`src/rtl/mem_arbiter.sv`:
```
// Three-port arbiter for a single external 16-bit asynchronous memory.
// VGA has priority, IO/CPU share round-robin, and VGA never wins twice in a row while others wait.
module mem_arbiter #(
  parameter int AW            = 21,
  parameter int ACCESS_CYCLES = 2
) (
  input  logic          clk,
  input  logic          reset_n,
  input  logic          vga_req,
  input  logic          io_req,
  input  logic          cpu_req,
  input  logic [AW-1:0] vga_addr,
  input  logic [AW-1:0] io_addr,
  input  logic [AW-1:0] cpu_addr,
  input  logic          io_we,
  input  logic          cpu_we,
  input  logic [15:0]   io_wdata,
  input  logic [15:0]   cpu_wdata,
  output logic          vga_ack,
  output logic          io_ack,
  output logic          cpu_ack,
  output logic [15:0]   rdata,
  output logic [AW-1:0] mem_a,
  output logic [15:0]   mem_dout,
  output logic          mem_oe,
  output logic          mem_we_n,
  input  logic [15:0]   mem_din,
  output logic          busy
);

  typedef enum logic [1:0] {S_IDLE, S_ACCESS, S_DONE} state_t;
  typedef enum logic [1:0] {G_NONE, G_VGA, G_IO, G_CPU} grant_t;

  localparam logic [2:0] LAST_CNT = 3'(ACCESS_CYCLES - 1);

  state_t          r_state;
  state_t          w_next;
  grant_t          r_gnt;
  grant_t          w_win;
  logic [2:0]      r_cnt;
  logic            r_rr_cpu;
  logic            r_vga_last;
  logic            r_we;
  logic [AW-1:0]   r_mem_a;
  logic [15:0]     r_dout;
  logic [15:0]     r_rdata;
  logic            w_last;
  logic            w_pick_nv;

  assign w_last    = (r_cnt == LAST_CNT);
  // A non-VGA requester wins whenever VGA is idle or VGA took the previous grant.
  assign w_pick_nv = (io_req | cpu_req) & (r_vga_last | ~vga_req);

  // NOTE: every signal gets a default at the top of always_comb so no path leaves it unassigned (no latch).
  always_comb begin
    w_win = G_NONE;
    if (w_pick_nv) begin
      if (io_req && cpu_req) w_win = r_rr_cpu ? G_CPU : G_IO;
      else if (io_req)       w_win = G_IO;
      else                   w_win = G_CPU;
    end else if (vga_req) begin
      w_win = G_VGA;
    end
  end

  // NOTE: sequential state uses non-blocking assignments and an asynchronous active-low reset.
  always_ff @(posedge clk or negedge reset_n) begin
    if (!reset_n) r_state <= S_IDLE;
    else          r_state <= w_next;
  end

  always_comb begin
    w_next   = r_state;
    busy     = 1'b0;
    mem_oe   = 1'b0;
    mem_we_n = 1'b1;
    vga_ack  = 1'b0;
    io_ack   = 1'b0;
    cpu_ack  = 1'b0;
    case (r_state)
      S_IDLE: begin
        if (w_win != G_NONE) w_next = S_ACCESS;
      end
      S_ACCESS: begin
        busy     = 1'b1;
        mem_oe   = r_we;
        // The last strobe cycle releases WE for hold time, unless it is the only cycle.
        mem_we_n = ~(r_we & (~w_last | (ACCESS_CYCLES == 1)));
        if (w_last) w_next = S_DONE;
      end
      S_DONE: begin
        busy    = 1'b1;
        vga_ack = (r_gnt == G_VGA);
        io_ack  = (r_gnt == G_IO);
        cpu_ack = (r_gnt == G_CPU);
        w_next  = S_IDLE;
      end
      default: w_next = S_IDLE;
    endcase
  end

  always_ff @(posedge clk or negedge reset_n) begin
    if (!reset_n) begin
      r_gnt      <= G_NONE;
      r_cnt      <= 3'd0;
      r_rr_cpu   <= 1'b0;
      r_vga_last <= 1'b0;
      r_we       <= 1'b0;
      r_mem_a    <= '0;
      r_dout     <= 16'h0000;
      r_rdata    <= 16'h0000;
    end else begin
      case (r_state)
        S_IDLE: begin
          r_cnt <= 3'd0;
          if (w_win != G_NONE) r_gnt <= w_win;
          case (w_win)
            G_VGA: begin
              r_mem_a    <= vga_addr;
              r_we       <= 1'b0;
              r_vga_last <= 1'b1;
            end
            G_IO: begin
              r_mem_a    <= io_addr;
              r_we       <= io_we;
              r_dout     <= io_wdata;
              r_vga_last <= 1'b0;
              r_rr_cpu   <= ~r_rr_cpu;
            end
            G_CPU: begin
              r_mem_a    <= cpu_addr;
              r_we       <= cpu_we;
              r_dout     <= cpu_wdata;
              r_vga_last <= 1'b0;
              r_rr_cpu   <= ~r_rr_cpu;
            end
            default: ;
          endcase
        end
        S_ACCESS: begin
          if (w_last) begin
            r_cnt <= 3'd0;
            if (!r_we) r_rdata <= mem_din;
          end else begin
            r_cnt <= r_cnt + 3'd1;
          end
        end
        default: ;
      endcase
    end
  end

  assign mem_a    = r_mem_a;
  assign mem_dout = r_dout;
  assign rdata    = r_rdata;

endmodule
```
`config.mk`:
```
export PLATFORM = sky130hd
export DESIGN_NAME = mem_arbiter
export DESIGN_NICKNAME = d
export VERILOG_FILES = /design/src/rtl/mem_arbiter.sv
export SDC_FILE = /design/constraint.sdc
export NUM_CORES = 1
export LEC_CHECK = 0
export CAP_MARGIN = 20
export CORE_AREA = 2 2 89 91
export CTS_BUF_LIST = sky130_fd_sc_hd__clkbuf_4 sky130_fd_sc_hd__clkbuf_8
export CTS_CLUSTER_DIAMETER = 120
export DETAILED_ROUTE_END_ITERATION = 16
export DIE_AREA = 0 0 91 93
export PLACE_DENSITY = 0.87
export SKIP_CTS_REPAIR_TIMING = 1
export SLEW_MARGIN = 20
export SYNTH_ARGS = -nofsm -noshare
export SYNTH_HDL_FRONTEND = slang
export SYNTH_SLANG_ARGS = --single-unit
```
`constraint.sdc`:
```
create_clock -name clk -period 2.55 [get_ports clk]
set_input_delay 0.3825 -clock clk [delete_from_list [all_inputs] [get_ports clk]]
set_output_delay 0.3825 -clock clk [all_outputs]
set_load 0.1 [all_outputs]
```
==> flow_metrics.tcl, run 1 <==
set metrics [dict create \
    status "completed" \
    vias 3075 \
    critical_path.slowest_cell "dfrtp_1" \
    root_buffer "clkbuf_8" \
    synthCells 301 \
    grt_start_max_net_pins 64 \
    final_cell_mix "clkdlybuf4s50_1, buf_4, dfrtp_1" \
    dieArea_sq_mm 0.008463 \
    ys_seq_area_share_pct 51.81 \
    core_area_sq_mm 0.007527 \
    hold_viol 0 \
    grt_overflow_total 0 \
    synth_edf_count 0 \
    slew_headroom_pct 46.30 \
    wl_per_cell_microns 16.49 \
    skew_ns 0.009385 \
    place.gp.congestion 0.7429 \
    antenna_found_initial 0 \
    finalWirelength_microns 9649 \
    synth_nets 422 \
    drt_iter0_drc 97 \
    finish.utilization_pct 66.26 \
    crit_family "flip-flops" \
    fmax_mhz 451.0 \
    die_x_microns 91 \
    clk_transition_reported_paths_ns 0.07 \
    period_share_pct 86.95 \
    path_buf_inv 2 \
    ys_warn_count 0 \
    ioPinCount 177 \
    vias_per_cell 5.256 \
    tritoncts "built" \
    dp_cells 569 \
    initial_core_util_pct 40.43 \
    drive_gt1_share_pct 23.60 \
    diodes 0 \
    clk_latency_ns 0.32 \
    dp_hpwl_microns 7232 \
    grt_pass1_wl_microns 15300 \
    clock_path_buffers 2 \
    final.fill_count 614 \
    hold_path.class "input port to asynchronous set/reset pin" \
    worst_slew_pin_slew_ns 0.8055 \
    antenna_left 0 \
    crit_chain "inv_1 -> ha_1 -> a21boi_0 -> nand2_1 -> buf_4" \
    slew_violations 0 \
    route.detailed.drc 0 \
    cts_max_level 3 \
    cp_data_arrival_time_ns 1.83 \
    die_height_microns 93 \
    cts_sinks 63 \
    synth.distinct_cells 32 \
    startpoint_type "flip-flop" \
    fin_tns_setup_ns 0 \
    dr.pass1.iters 4 \
    synth_seq_cells 63 \
    cp_slowest_stage_delay_ns 0.40 \
    rsz0062_at_grt "false" \
    post-route-min-period_ns 2.217 \
    endpoint_kind "primary output" \
    num_rows 32 \
    ys_async_sr_fraction_pct 100.0 \
    setup_viol 0 \
    cap_violations 0 \
    nNetsFinal 599 \
    hold_ws_ns 0.2360 \
    syn_to_final_growth_pct 63.90 \
    cp_data_required_time_ns 2.17 \
    stdcell_count 585 \
    syn_area_per_cell_sq_um 10.11 \
    final_common_cell "clkdlybuf4s50_1" \
    grt_pass1_vias 3144 \
    netlist_area_sq_mm 0.003043 \
    cts-buffers-inserted 9 \
    track_usage_pct 22.83 \
    synth_ff_type "dfrtp_1" \
    cp_max_fo 9 \
    numPortBuffers 176 \
    path_class "flip-flop to primary output" \
]
[path summary, 6_finish.rpt]
kind                            cells after the start  slack (ns)           end       start
worst max-delay path                                5        0.33      mem_we_n  r_state[1]
worst min-delay path                                2        0.24     rdata[14]     reset_n
worst max register to register                      6        0.48  mem_dout[12]  r_state[0]
worst min register to register                      1        0.50      mem_a[4]    mem_a[4]
max in group asynchronous                           2        1.79      mem_a[8]     reset_n
min in group clk                                    1        0.50      mem_a[4]    mem_a[4]
[Yosys cell counts, drive strengths merged (2+ instances only)]
library cell / n / area (sq um)
nor2b: 10 / 62.56
ha: 3 / 37.54
nand2: 41 / 153.9
o21ai: 28 / 143.9
a21o: 9 / 67.56
a31oi: 17 / 106.4
a32o: 8 / 80.08
a21oi: 12 / 60.06
a22oi: 13 / 97.59
buf: 21 / 118.9
a21boi: 4 / 33.78
clkbuf: 2 / 7.510
dfrtp: 63 / 1577
mux2: 16 / 180.2
a32oi: 14 / 122.6
inv: 3 / 11.26
nor2: 25 / 98.84
and2: 2 / 15.02
nand3: 3 / 15.01
[flip-flops by register name (all words and copies together), names as in the netlist]
| register | count |
|---|---|
| mem_a | 21 |
| mem_dout | 16 |
| r_cnt | 3 |
| r_gnt | 2 |
| r_rr_cpu | 1 |
| r_state | 2 |
| r_vga_last | 1 |
| r_we | 1 |
| rdata | 16 |
[area by class of cell]
class | instances | area (sq um) | share of cell area [%]
clock buffers | 13 | 153.9 | 3.086
clock inverters | 3 | 67.56 | 1.355
inverters | 3 | 11.26 | 0.2258
multi-input cells | 212 | 1344 | 26.94
flip-flops and latches | 63 | 1577 | 31.61
well taps | 102 | 127.6 | 2.559
repair buffers | 189 | 1707 | 34.22
[routing by layer]
metal | GRT usage (%) | vias up | wire length, microns
met4 | 7.071 | 0 | 140
met2 | 40.80 | 139 | 4957
met5 | 0 | - | 0
met3 | 5.157 | 12 | 731
met1 | 27.46 | 1470 | 3820
li1 | - | 1454 | -
[stage by stage]
step	setup slack, ns	area (sq um)
floorplan	0.2408	3043
global placement	0.2430	4757
detailed placement	0.1017	4757
CTS	0.1519	4979
global route	0.2287	4987
finish	0.3327	4987
[kinds of logic (layout without fill, tap and decap cells)]
| family | Yosys count | count (layout) | synth area share, % |
|---|---|---|---|
| adder cells (fa/ha/maj) | 3 | 3 | 1.234 |
| multiplexers | 16 | 16 | 5.921 |
| flip-flops | 63 | 63 | 51.81 |
| buffers and inverters | 26 | 208 | 4.523 |
| AO/OA/AOI/OAI | 108 | 108 | 24.26 |
| AND/OR/NAND/NOR | 84 | 84 | 11.97 |
| XOR/XNOR | 1 | 1 | 0.2879 |
Power of run 1 is left out: the tool's default activity adds up to more than one toggle a clock period on the data nets, which glitch-free logic cannot reach.
==> run 2, diff against run 1 <==
--- a/config.mk
+++ b/config.mk
@@ -5,6 +5,7 @@
 export SDC_FILE = /design/constraint.sdc
 export NUM_CORES = 1
 export LEC_CHECK = 0
+export ABC_CLOCK_PERIOD_IN_PS = 2550
 export CAP_MARGIN = 20
 export CORE_AREA = 2 2 89 91
 export CTS_BUF_LIST = sky130_fd_sc_hd__clkbuf_4 sky130_fd_sc_hd__clkbuf_8
==> results of run 2 <==
No change in the layout: final DEF, timing and power equal those of run 1.
Power of run 2 is left out for the same reason.
